--- src/rtl/riscv_mem_pkg.sv ---
// riscv_mem_pkg: shared types and constants for the unified memory arbiter.
// Holds the arbiter FSM state encoding, the owner tag and the default bus widths.
// FETCH_BE is the all-ones byte-enable that an instruction fetch presents at the default XLEN.
package riscv_mem_pkg;

  localparam int XLEN_DEF = 32;
  localparam int ALEN_DEF = 32;

  localparam logic [XLEN_DEF/8-1:0] FETCH_BE = '1;

  typedef enum logic [1:0] {
    IDLE  = 2'd0,
    ISSUE = 2'd1,
    WAIT  = 2'd2,
    RESP  = 2'd3
  } state_t;

  typedef enum logic {
    OWN_INSTR = 1'b0,
    OWN_DATA  = 1'b1
  } owner_t;

endpackage

--- src/rtl/unified_mem_arbiter.sv ---
// unified_mem_arbiter: one single-ported memory shared by the fetch port (if_*) and the data port
// (dm_*). Data has priority, but after MAX_D_BURST back-to-back data grants with a fetch waiting,
// the fetch wins the next slot. One access in flight; best case 4 cycles per access.
// Ports: if_req/if_addr -> if_rdata/if_valid; dm_req/we/be/addr/wdata -> dm_rdata/dm_valid;
//        mem_req/we/be/addr/wdata held until mem_gnt, then mem_rvalid/mem_rdata completes it;
//        err pulses with the valid of an access that saw no mem_rvalid within TIMEOUT cycles.
module unified_mem_arbiter
  import riscv_mem_pkg::*;
#(
  parameter int XLEN        = XLEN_DEF,
  parameter int ALEN        = ALEN_DEF,
  parameter int MAX_D_BURST = 4,
  parameter int TIMEOUT     = 64
) (
  input  logic              clk,
  input  logic              reset,
  // instruction fetch port
  input  logic              if_req,
  input  logic [ALEN-1:0]   if_addr,
  output logic [XLEN-1:0]   if_rdata,
  output logic              if_valid,
  // data port
  input  logic              dm_req,
  input  logic              dm_we,
  input  logic [XLEN/8-1:0] dm_be,
  input  logic [ALEN-1:0]   dm_addr,
  input  logic [XLEN-1:0]   dm_wdata,
  output logic [XLEN-1:0]   dm_rdata,
  output logic              dm_valid,
  // memory port
  output logic              mem_req,
  output logic              mem_we,
  output logic [XLEN/8-1:0] mem_be,
  output logic [ALEN-1:0]   mem_addr,
  output logic [XLEN-1:0]   mem_wdata,
  input  logic              mem_gnt,
  input  logic              mem_rvalid,
  input  logic [XLEN-1:0]   mem_rdata,
  // timeout indication
  output logic              err
);

  localparam int BEW = XLEN / 8;
  localparam int BCW = $clog2(MAX_D_BURST + 1);
  localparam int TCW = (TIMEOUT > 1) ? $clog2(TIMEOUT) : 1;

  localparam logic [BCW-1:0] BURST_MAX = BCW'(MAX_D_BURST);
  localparam logic [TCW-1:0] TC_LAST   = TCW'(TIMEOUT - 1);

  state_t         state;
  owner_t         owner;
  logic [BCW-1:0] burst_cnt;
  logic [TCW-1:0] tcnt;
  logic           pick_data;

  // Data wins unless a fetch is waiting and the data burst allowance is used up.
  assign pick_data = dm_req && ((burst_cnt < BURST_MAX) || !if_req);

  always_ff @(posedge clk) begin
    if (reset) begin
      state     <= IDLE;
      owner     <= OWN_INSTR;
      burst_cnt <= '0;
      tcnt      <= '0;
      mem_req   <= 1'b0;
      mem_we    <= 1'b0;
      mem_be    <= '0;
      mem_addr  <= '0;
      mem_wdata <= '0;
      if_rdata  <= '0;
      if_valid  <= 1'b0;
      dm_rdata  <= '0;
      dm_valid  <= 1'b0;
      err       <= 1'b0;
    end else begin
      case (state)
        IDLE: begin
          if (pick_data) begin
            owner     <= OWN_DATA;
            mem_req   <= 1'b1;
            mem_we    <= dm_we;
            mem_be    <= dm_be;
            mem_addr  <= dm_addr;
            mem_wdata <= dm_wdata;
            state     <= ISSUE;
            // With a fetch waiting, pick_data implies burst_cnt < BURST_MAX,
            // so the increment can never pass the saturation value.
            burst_cnt <= if_req ? burst_cnt + 1'b1 : '0;
          end else if (if_req) begin
            owner     <= OWN_INSTR;
            mem_req   <= 1'b1;
            mem_we    <= 1'b0;
            mem_be    <= {BEW{1'b1}};
            mem_addr  <= if_addr;
            mem_wdata <= '0;
            state     <= ISSUE;
            burst_cnt <= '0;
          end
        end

        ISSUE: begin
          // mem_* stay untouched until the memory accepts; no timeout here.
          if (mem_gnt) begin
            mem_req <= 1'b0;
            tcnt    <= '0;
            state   <= WAIT;
          end
        end

        WAIT: begin
          if (mem_rvalid) begin
            if (owner == OWN_DATA) begin
              dm_rdata <= mem_rdata;
              dm_valid <= 1'b1;
            end else begin
              if_rdata <= mem_rdata;
              if_valid <= 1'b1;
            end
            state <= RESP;
          end else if (tcnt == TC_LAST) begin
            // Abort: complete the access with zero data and flag it.
            if (owner == OWN_DATA) begin
              dm_rdata <= '0;
              dm_valid <= 1'b1;
            end else begin
              if_rdata <= '0;
              if_valid <= 1'b1;
            end
            err   <= 1'b1;
            state <= RESP;
          end else begin
            tcnt <= tcnt + 1'b1;
          end
        end

        RESP: begin
          // One-cycle pulses. Requests are not sampled here so the requester
          // that is just seeing its valid cannot be picked again on a stale req.
          if_valid <= 1'b0;
          dm_valid <= 1'b0;
          err      <= 1'b0;
          state    <= IDLE;
        end

        default: state <= IDLE;
      endcase
    end
  end

endmodule
--- config.mk ---
export PLATFORM = sky130hd
export DESIGN_NAME = unified_mem_arbiter
export DESIGN_NICKNAME = d
export VERILOG_FILES = /design/src/rtl/riscv_mem_pkg.sv /design/src/rtl/unified_mem_arbiter.sv
export SDC_FILE = /design/constraint.sdc
export NUM_CORES = 1
export LEC_CHECK = 0
export BUFFER_PORTS_ARGS = -buffer_cell sky130_fd_sc_hd__buf_2
export CAP_MARGIN = 20
export CORE_MARGIN = 2
export CORE_UTILIZATION = 43
export DETAILED_ROUTE_END_ITERATION = 8
export HOLD_SLACK_MARGIN = 0.08
export PLACE_DENSITY = 0.77
export SLEW_MARGIN = 25
export SYNTH_ARGS = -nofsm -noshare
export SYNTH_HDL_FRONTEND = slang
export SYNTH_SLANG_ARGS = --single-unit
--- constraint.sdc ---
create_clock -name clk -period 1.59 [get_ports clk]
set_input_delay 0 -clock clk [delete_from_list [all_inputs] [get_ports clk]]
set_output_delay 0 -clock clk [all_outputs]
set_load 0.03 [all_outputs]
==> metrics, run 1 <==
leakage power 4.772 nW; worst path cell trace inv_2 > ha_4 > inv_4 > buf_6 > or4_4 > or3_1 > nand3_1; cell row count 43; Diodes inserted 0; Yosys top cell area share 0.4867; Final Core Density 0.7556; Hold Path Stages 4; pre-CTS setup slack -0.08948 ns; Setup crit start kind flip-flop; Yosys Warn Count 0; antenna viol nets, final 0; worst slew pin tran 0.4721 ns; area growth from synthesis to layout 71.15%; Inst Count DP 1107; initial drt markers 445; largest net degree at the start of global routing 90; Worst setup EP type flip-flop; routed vias 7066; Power, Total 15.00 mW; Die X 123.4 um; initial antenna violation count 0; crit path time final 1.750 ns; vias in the first global route 6889; main flop type after synthesis dfxtp_1; top cells by area, synth dfxtp_1 49%, mux2i_1 11%, nor2_1 6.7%; final hold violation count 0; sequential share of the synthesized area 0.4867; Max-Cap Viols 0; instance count on the critical path 7; PD cells 1431 nW/um^2; Netlist Area Pre-Place 6128 sq um; worst-case clock skew 0.01164 ns; register area 2993 sq um; total track usage 0.2738; async set or reset register ratio after synthesis 0; clk_lat worst skew 0.42 ns; fmax 571.4 MHz; Die Y-Extent 123.4 um; cell taking the most area after synthesis dfxtp_1; Post-Syn Nets 817; final net count 1256; Core ar. 13880 sq um; gpl congestion 0.8069; worst-path fanout max 5; Vias/cell 5.419; H-tree Lvls 4; wire length per cell 18.51 um; # fillers 866; starting density of the core 0.4415; clk slew on worst S/H paths 0.06 ns; unrepaired setup endpoints after global routing yes; CP arrival 2.11 ns; Synth cell types 43; GRT Residual Overflow 0; critical path type flip-flop to flip-flop; half-perimeter wire length after placement 11.86 mm; Mapped Cells 672; TritonCTS Buffers 17; CP max stage delay 0.50 ns; Max Slew Vio Count 0; flops & latches, synth 149; drt total wl 24.13 mm; share of layout cells above drive strength 1 0.3772; hold crit path type input port to flip-flop; clock sink count 149; most frequent cells in the layout 274 x buf_2, 145 x dfxtp_1, 137 x dlygate4sd3_1, 105 x nor2_1, 65 x mux2i_1; TritonRoute pass-1 iters 5; Peak VDD IR 0.0008978 V; first-pass GRT wire length 32.73 mm; Req. time, crit path 1.95 ns; most common cell after layout, fill and taps aside buf_2; clk root buf clkbuf_16; Synth Area per Inst 9.120 sq um; Post-synth EDFFs 0; IO Port Bufs 275; Ports 276; Worst path top cell family by delay simple AND/OR/NAND/NOR gates; final setup margin -0.1602 ns; filler-free cell count of the finished design 1304; # DRC 0; status complete, but fails checks; CTS Buffer Depth 2; Crit path buffers/inverters 3; failing checks setup timing; footprint of the multi-input gates 3127 sq um; r2r worst-path depth 7; final period utilization 1.101; Final setup viols 36; CP max-delay cell or4_4; CTS tree yes; die footprint 15220 sq um; Rel. slew slack 0.6763
final timing paths:
kind	slack [ns]	endpoint	startpoint
max reg2reg	-0.16	tcnt[5]	state[0]
min reg2reg	0.45	dm_rdata[29]	dm_rdata[29]
min	0.17	dm_rdata[23]	mem_rvalid
max	-0.16	tcnt[5]	state[0]
worst min-delay path, stage by stage:
cell,delay [ns]
buf_2,0.16
buf_4,0.21
nand4_1,0.10
a21oi_1,0.06
final cells by class:
type                       instances  share of cell area
tap                              180             0.02147
multi-input combinational        458              0.2981
clock inverter                     8            0.007277
sequential                       149              0.2853
inverter                           6            0.002386
clock buffer                      24             0.04497
timing repair buffer             479              0.3405
logic make-up (layout without fill, tap and decap cells):
family / Yosys count / after routing / synth area share
AOI/OAI and AO/OA: 131 / 131 / 0.1468
adders and majority gates: 6 / 6 / 0.01225
buffers and inverters: 65 / 517 / 0.04614
DFF: 149 / 149 / 0.4867
muxes: 69 / 69 / 0.1131
and+or+nand+nor: 252 / 252 / 0.1950
report_power, final:
| group | switching (mW) | internal [mW] |
|---|---|---|
| sequential | 0.357 | 4.30 |
| combinational | 3.80 | 2.81 |
| clock | 1.51 | 2.23 |
| total | 5.67 | 9.34 |
per-stage QoR:
step           instance area (sq um)  hold slack [ns]  TNS [ns]
6_report                       10490           0.1664    -2.797
5_1_grt                        10490           0.1750    -6.075
4_1_cts                         9970          0.08125    -1.558
3_5_place_dp                    7930           0.2443    -4.547
3_3_place_gp                    7930           0.2314    -1.707
2_1_floorplan                   6162           0.1483    -1.913
registers in the layout (all words and copies together), names as in the netlist:
signal,count
dm_rdata,32
if_rdata,32
mem_addr,32
mem_wdata,32
tcnt,6
mem_be,4
burst_cnt,3
state,2
dm_valid,1
err,1
if_valid,1
mem_req,1
mem_we,1
owner,1
synth_stat cells, drive strengths merged, types with 2 or more instances:
library cell    n
dfxtp         149
nor2          110
mux2i          67
nand2          44
a21oi          42
clkbuf         41
nand4          36
a211oi         34
and2           34
a22oi          33
buf            18
ha              6
inv             6
nand3           6
nand2b          4
nor2b           4
nor3            4
o21ai           4
or3             4
a21boi          3
a31oi           2
a32oi           2
mux2            2
nand3b          2
o31a            2
o32ai           2
or4             2
layer usage:
| layer | share of wire | global-route usage | wire, um |
|---|---|---|---|
| met1 | 0.37 | 0.3036 | 8837 |
| met2 | 0.50 | 0.4773 | 12160 |
| met3 | 0.081 | 0.07887 | 1960 |
| met4 | 0.048 | 0.1357 | 1170 |
| met5 | 0 | 0 | 0 |
timing repair:
item / 4_1_cts / 5_1_grt
cloned: 3 / 7
buffers inserted: 5 / 15
hold buffers: 136 / 1
gates resized for setup: 12 / 61
pin swaps: 3 / 17
hold endpoints to repair: 140 / 1
setup endpoints to repair: 97 / 114
Note: power is estimated with default switching activity, not from simulation.
==> run 2, diff against run 1 <==
Settings changed: BUFFER_PORTS_ARGS -buffer_cell sky130_fd_sc_hd__buf_2 to not set, CORE_UTILIZATION 43 to 56, DONT_BUFFER_PORTS set to 1, PLACE_DENSITY 0.77 to 0.74.
==> run 2 against run 1 <==
The flow finishes with violations (hold timing, setup timing). Wire length down 34%. Flip-flop and latch count unchanged. Total power down 14%. Combinational power down 52%. First-iteration DRC count up 2.0%. Non-clock buffer count down 439. Global-route usage down 2.4 points. Largest cell class is now multi-input gates. Critical path depth unchanged. Critical endpoint is now if_rdata[11]. Clock skew about the same.
==> metrics, run 2 (synthesis results as in run 1) <==
TritonRoute pass-1 iters 5; PD cells 1775 nW/um^2; M1 WL 6.031 mm; Core ar. 10750 sq um; H-tree Lvls 4; most frequent cells in the layout 145 x dfxtp_1, 109 x nor2_1, 64 x mux2i_1, 43 x nand2_1, 41 x a21oi_1; area growth from synthesis to layout 19.33%; Top Metal Used met4; Reg-to-Reg Start tcnt[1]; CTS Buffer Depth 2; drt total wl 15.93 mm; largest net degree at the start of global routing 154; # DRC 0; Final setup viols 32; die footprint 11800 sq um; Crit path buffers/inverters 2; leakage power 2.798 nW; failing checks hold timing, setup timing; IO Port Bufs 0; Rel. slew slack 0.7194; first-pass GRT wire length 23.34 mm; pre-CTS setup slack -0.2004 ns; cell row count 38; Die X 108.6 um; Worst path top cell family by delay compound AO/OA/AOI/OAI gates; Hold Slack -0.4275 ns; CTS Hold Buffers Added 1; Final Core Density 0.6806; final period utilization 1.053; final setup margin -0.08435 ns; antenna viol nets, final 0; DR WL met3 1.547 mm; wire length per cell 19.28 um; initial antenna violation count 0; Setup crit start kind flip-flop; Ports 276; Diodes inserted 0; share of layout cells above drive strength 1 0.1531; initial drt markers 454; Worst Setup SP tcnt[1]; CP arrival 2.06 ns; TritonCTS Buffers 17; worst-case clock skew 0.01166 ns; Worst setup EP type flip-flop; Reg-to-Reg End if_rdata[11]; gpl congestion 0.8930; total track usage 0.2495; final net count 818; Peak VDD IR 0.0009390 V; CP max-delay cell o41ai_4; half-perimeter wire length after placement 9.958 mm; clk slew on worst S/H paths 0.07 ns; Max Slew Vio Count 0; Max-Cap Viols 0; clk_lat worst skew 0.51 ns; vias in the first global route 4878; GRT Residual Overflow 0; hold crit path type input port to flip-flop; final instance area 7313 sq um; routed vias 5086; CP max stage delay 0.36 ns; crit path time final 1.674 ns; most common cell after layout, fill and taps aside dfxtp_1; worst slew pin tran 0.4155 ns; Vias/cell 6.157; R2R setup slack -0.08 ns; # fillers 835; starting density of the core 0.5703; fmax 597.2 MHz; critical path type flip-flop to flip-flop; r2r worst-path depth 7; worst-path fanout max 6; clock sink count 149; dpl cell area 6369 sq um; CTS tree yes; CP endpoint if_rdata[11]; Req. time, crit path 1.98 ns; instance count on the critical path 7; worst path cell trace ha_4 > nand2_4 > o41ai_4 > buf_6 > buf_12 > mux2i_4 > nor2_2; clk root buf clkbuf_8; Die Y-Extent 108.6 um; status complete, but fails checks; unrepaired setup endpoints after global routing yes; final hold violation count 149; met2 WL post-DR 8.038 mm
==> run 2: cell types whose count changed in the layout (fill, tap and decap cells not counted), sizes merged <==
cell / delta
dlygate4sd3: -136
inv: +4
clkinv: -1
clkbuf: -5
o31a: +1
bufinv: +2
buf: -302
clkinvlp: -1
==> run 2: final cells by class <==
| type | count | area (sq um) | share of cell area |
|---|---|---|---|
| Multi-Input combinational cell | 459 | 3043 | 0.4161 |
| Sequential cell | 149 | 2990 | 0.4089 |
| Timing Repair Buffer | 40 | 467.9 | 0.06399 |
| Clock buffer | 20 | 445.4 | 0.06091 |
| Tap cell | 140 | 175.2 | 0.02395 |
| Clock inverter | 12 | 166.4 | 0.02275 |
| Inverter | 6 | 25.02 | 0.003422 |
==> run 2: repair_timing <==
action / in CTS / in global routing
gates resized for setup: 18 / 18
pin swaps: 1 / 4
cloned: 3 / 3
hold endpoints to repair: 149 / 149
buffers inserted: 3 / 1
endpoints found under the setup margin: 77 / 57
==> run 2: report_power, final <==
group / switching [mW] / total (mW) / internal, mW
Sequential: 1.40 / 5.70 / 4.29
Combinational: 1.74 / 3.20 / 1.46
Clock: 1.58 / 4.09 / 2.51
==> run 2: worst min path at each step <==
| stage | startpoint | to | slack [ns] | cells past startpoint |
|---|---|---|---|---|
| 5_1_grt | reset | dm_rdata[7] | -0.48 | 1 |
| 3_3_place_gp | reset | dm_rdata[4] | 0.08 | 1 |
| 3_5_place_dp | reset | dm_rdata[6] | 0.08 | 1 |
| 6_report | reset | dm_rdata[7] | -0.43 | 1 |
| 2_1_floorplan | dm_wdata[0] | mem_wdata[0] | 0.15 | 2 |
| 4_1_cts | reset | dm_rdata[7] | -0.47 | 1 |
==> run 2: per-layer routing <==
layer / global-route usage / vias to the layer above
li1: - / 2394
met1: 0.2817 / 2389
met2: 0.4272 / 279
met3: 0.08966 / 24
met4: 0.1026 / 0
met5: 0 / -
==> run 2: worst register-to-register path: stages, from the launching register on <==
cell and delay, ns:
dfxtp_4 0.35, ha_4 0.15, nand2_4 0.06, o41ai_4 0.37, buf_6 0.20, buf_12 0.14, mux2i_4 0.25, nor2_2 0.05
==> run 2: metrics by stage <==
| stage | TNS, ns | total power [mW] | hold WS, ns | std cells |
|---|---|---|---|---|
| after CTS | -0.4278 | 12.80 | -0.4661 | 822 |
| after global placement | -3.177 | 8.232 | 0.07910 | 783 |
| final | -1.041 | 12.98 | -0.4275 | 826 |
| after global routing | -3.480 | 13.63 | -0.4794 | 826 |
| after detailed placement | -7.186 | 8.366 | 0.07998 | 783 |
| after floorplan | -1.913 | 7.660 | 0.1483 | 672 |
==> run 3, diff against run 2 <==
Settings changed: ABC_AREA set to 1.
==> run 3 against run 2 <==
The run now ends clean. Clock skew is essentially flat. Global-route usage grew 6.4 points. Die area is 14% higher. Setup slack better by 0.15 ns. Sequential power increased by 14%. Total power grew 21%. Flip-flop and latch count stayed put. Largest power group unchanged.
==> metrics, run 3 <==
Yosys top cell area share 0.4253; # DRC 0; starting density of the core 0.5791; gpl congestion 0.8506; final net count 1335; hold crit path type input port to flip-flop; min-delay src if_req; fmax 655.4 MHz; Worst setup EP type flip-flop; async set or reset register ratio after synthesis 0; Post-Syn Nets 1208; Mapped Cells 1063; Final Core Density 0.7788; Core ar. 12110 sq um; die footprint 13440 sq um; leakage power 4.321 nW; worst slew pin tran 0.5153 ns; CP max-delay cell dfxtp_2; TritonCTS Buffers 17; worst-path fanout max 8; area growth from synthesis to layout 34.48%; clk root buf clkbuf_16; Vias/cell 5.462; Inst Count DP 1187; H-tree Lvls 4; cell row count 40; Power, Total 15.66 mW; Die X 115.9 um; CTS Buffer Depth 2; Hold Crit Endpoint mem_req; Hold Path Stages 6; share of layout cells above drive strength 1 0.08396; Final setup viols 0; initial drt markers 805; vias in the first global route 7103; clk slew on worst S/H paths 0.07 ns; Max Slew Vio Count 0; antenna viol nets, final 0; drt total wl 22.57 mm; worst-case clock skew 0.01126 ns; design internal power 9.150 mW; Max-Cap Viols 0; CP max stage delay 0.37 ns; CP arrival 1.87 ns; first-pass GRT wire length 33.44 mm; main flop type after synthesis dfxtp_1; clock power share 0.292; # fillers 807; Reg-to-Reg Start tcnt[1]; filler-free cell count of the finished design 1371; Die Y-Extent 115.9 um; IO Port Bufs 0; initial antenna violation count 0; final hold violation count 0; clk_lat worst skew 0.42 ns; Synth cell types 23; Yosys Warn Count 0; cell taking the most area after synthesis dfxtp_1; Post-synth EDFFs 0; half-perimeter wire length after placement 11.71 mm; final period utilization 0.9597; Post-synth top cells 352 x nand2_1, 155 x inv_1, 149 x dfxtp_1, 148 x nor2_1, 72 x nand4_1; Seq pwr share 0.415; top cells by area, synth dfxtp_1 43%, nand2_1 19%, inv_1 8.3%; Synth Area per Inst 6.599 sq um; critical path type flip-flop to flip-flop; GRT Residual Overflow 0; routed vias 7488; final setup margin 0.06410 ns; combinational power share 0.292; CTS tree yes; count leader, synth nand2_1; Peak VDD IR 0.001015 V; Rel. slew slack 0.6565; TritonRoute pass-1 iters 6; Netlist Area Pre-Place 7014 sq um; total track usage 0.3138; clock sink count 149; Diodes inserted 0; most frequent cells in the layout 350 x nand2_1, 153 x inv_1, 145 x dfxtp_1, 144 x nor2_1, 138 x dlygate4sd3_1; largest net degree at the start of global routing 63; switching share of power 0.4158; status finished, final reports clean; worst path cell trace ha_4 > nand2_2 > inv_2 > nand2_4 > nand2_8 > nand3_4 > clkbuf_16 > nand2_1 > inv_1 > nor2_1; Reg-to-Reg End dm_rdata[10]; Ports 276; flops & latches, synth 149; sw power 6.513 mW; Setup crit start kind flip-flop; setup TNS 0 ns; PD cells 1661 nW/um^2; most common cell after layout, fill and taps aside nand2_1; crit path time final 1.526 ns; sequential share of the synthesized area 0.4253; pre-CTS setup slack -0.07764 ns; r2r worst-path depth 10; wire length per cell 16.46 um; Req. time, crit path 1.94 ns; R2R setup slack 0.06 ns
run 3: cell types whose count changed after synthesis, sizes merged, moves of 34 or more:
cell / before / now
o21ai: 4 / 42
nor2: 110 / 150
nand4: 36 / 72
nand2: 44 / 356
and2: 34 / 0
mux2i: 67 / 0
a211oi: 34 / 0
inv: 6 / 159
run 3: through the flow:
step	instance area (sq um)	hold slack [ns]
after floorplan	7014	0.1474
after global placement	7068	0.07128
after detailed placement	7068	0.07364
after CTS	9194	0.09654
after global routing	9433	0.1651
final	9433	0.09949
run 3: worst max path at each step:
stage          startpoint       endpoint
2_1_floorplan    state[0]    if_rdata[0]
3_5_place_dp      tcnt[0]   if_rdata[13]
4_1_cts          state[0]  mem_wdata[19]
6_report          tcnt[1]   dm_rdata[10]
5_1_grt           tcnt[1]   dm_rdata[10]
3_3_place_gp      tcnt[0]    if_rdata[8]
run 3: critical path, delay by kind of cell (launching register included):
kind	cells	cell delay (ns)
simple gates	6	0.61
flops	1	0.37
buf+inv	3	0.32
fa+ha+maj	1	0.15
run 3: kinds of logic (layout without fill, tap and decap cells):
family	after synthesis	after routing	share of synthesized area
AOI/OAI and AO/OA	91	91	0.06707
adders and majority gates	6	6	0.01070
buffers and inverters	227	364	0.1441
and+or+nand+nor	590	593	0.3528
DFF	149	149	0.4253
run 3: cell type report:
cell class | instances | area, sq um | area share
Clock inverter | 13 | 220.2 | 0.02335
Sequential cell | 149 | 2988 | 0.3168
Inverter | 159 | 599.3 | 0.06354
Clock buffer | 19 | 452.9 | 0.04802
Tap cell | 168 | 210.2 | 0.02228
Timing Repair Buffer | 173 | 1817 | 0.1926
Multi-Input combinational cell | 690 | 3146 | 0.3335
run 3: power groups by stage:
stage          clock (mW)  sequential (mW)  combinational, mW
2_1_floorplan           0             6.30               3.03
3_3_place_gp            0             6.51               3.58
3_5_place_dp            0             6.52               3.67
4_1_cts              4.60             6.46               4.07
5_1_grt              4.79             6.57               5.08
6_report             4.58             6.50               4.58
run 3: timing repair:
| item | in CTS | in global routing |
|---|---|---|
| setup buffers | 0 | 6 |
| pin swaps | 0 | 5 |
| cloned | 1 | 5 |
| setup endpoints to repair | 32 | 142 |
| hold buffers | 140 | 0 |
| gates resized for setup | 3 | 24 |
| hold endpoints to repair | 149 | 0 |
run 3: per-layer routing:
| metal | GRT usage | part of all wire | vias up |
|---|---|---|---|
| met3 | 0.09310 | 0.089 | 101 |
| met1 | 0.3459 | 0.37 | 3380 |
| met4 | 0.1849 | 0.045 | 0 |
| met2 | 0.5361 | 0.50 | 492 |
| met5 | 0 | 0 | - |
| li1 | - | - | 3515 |
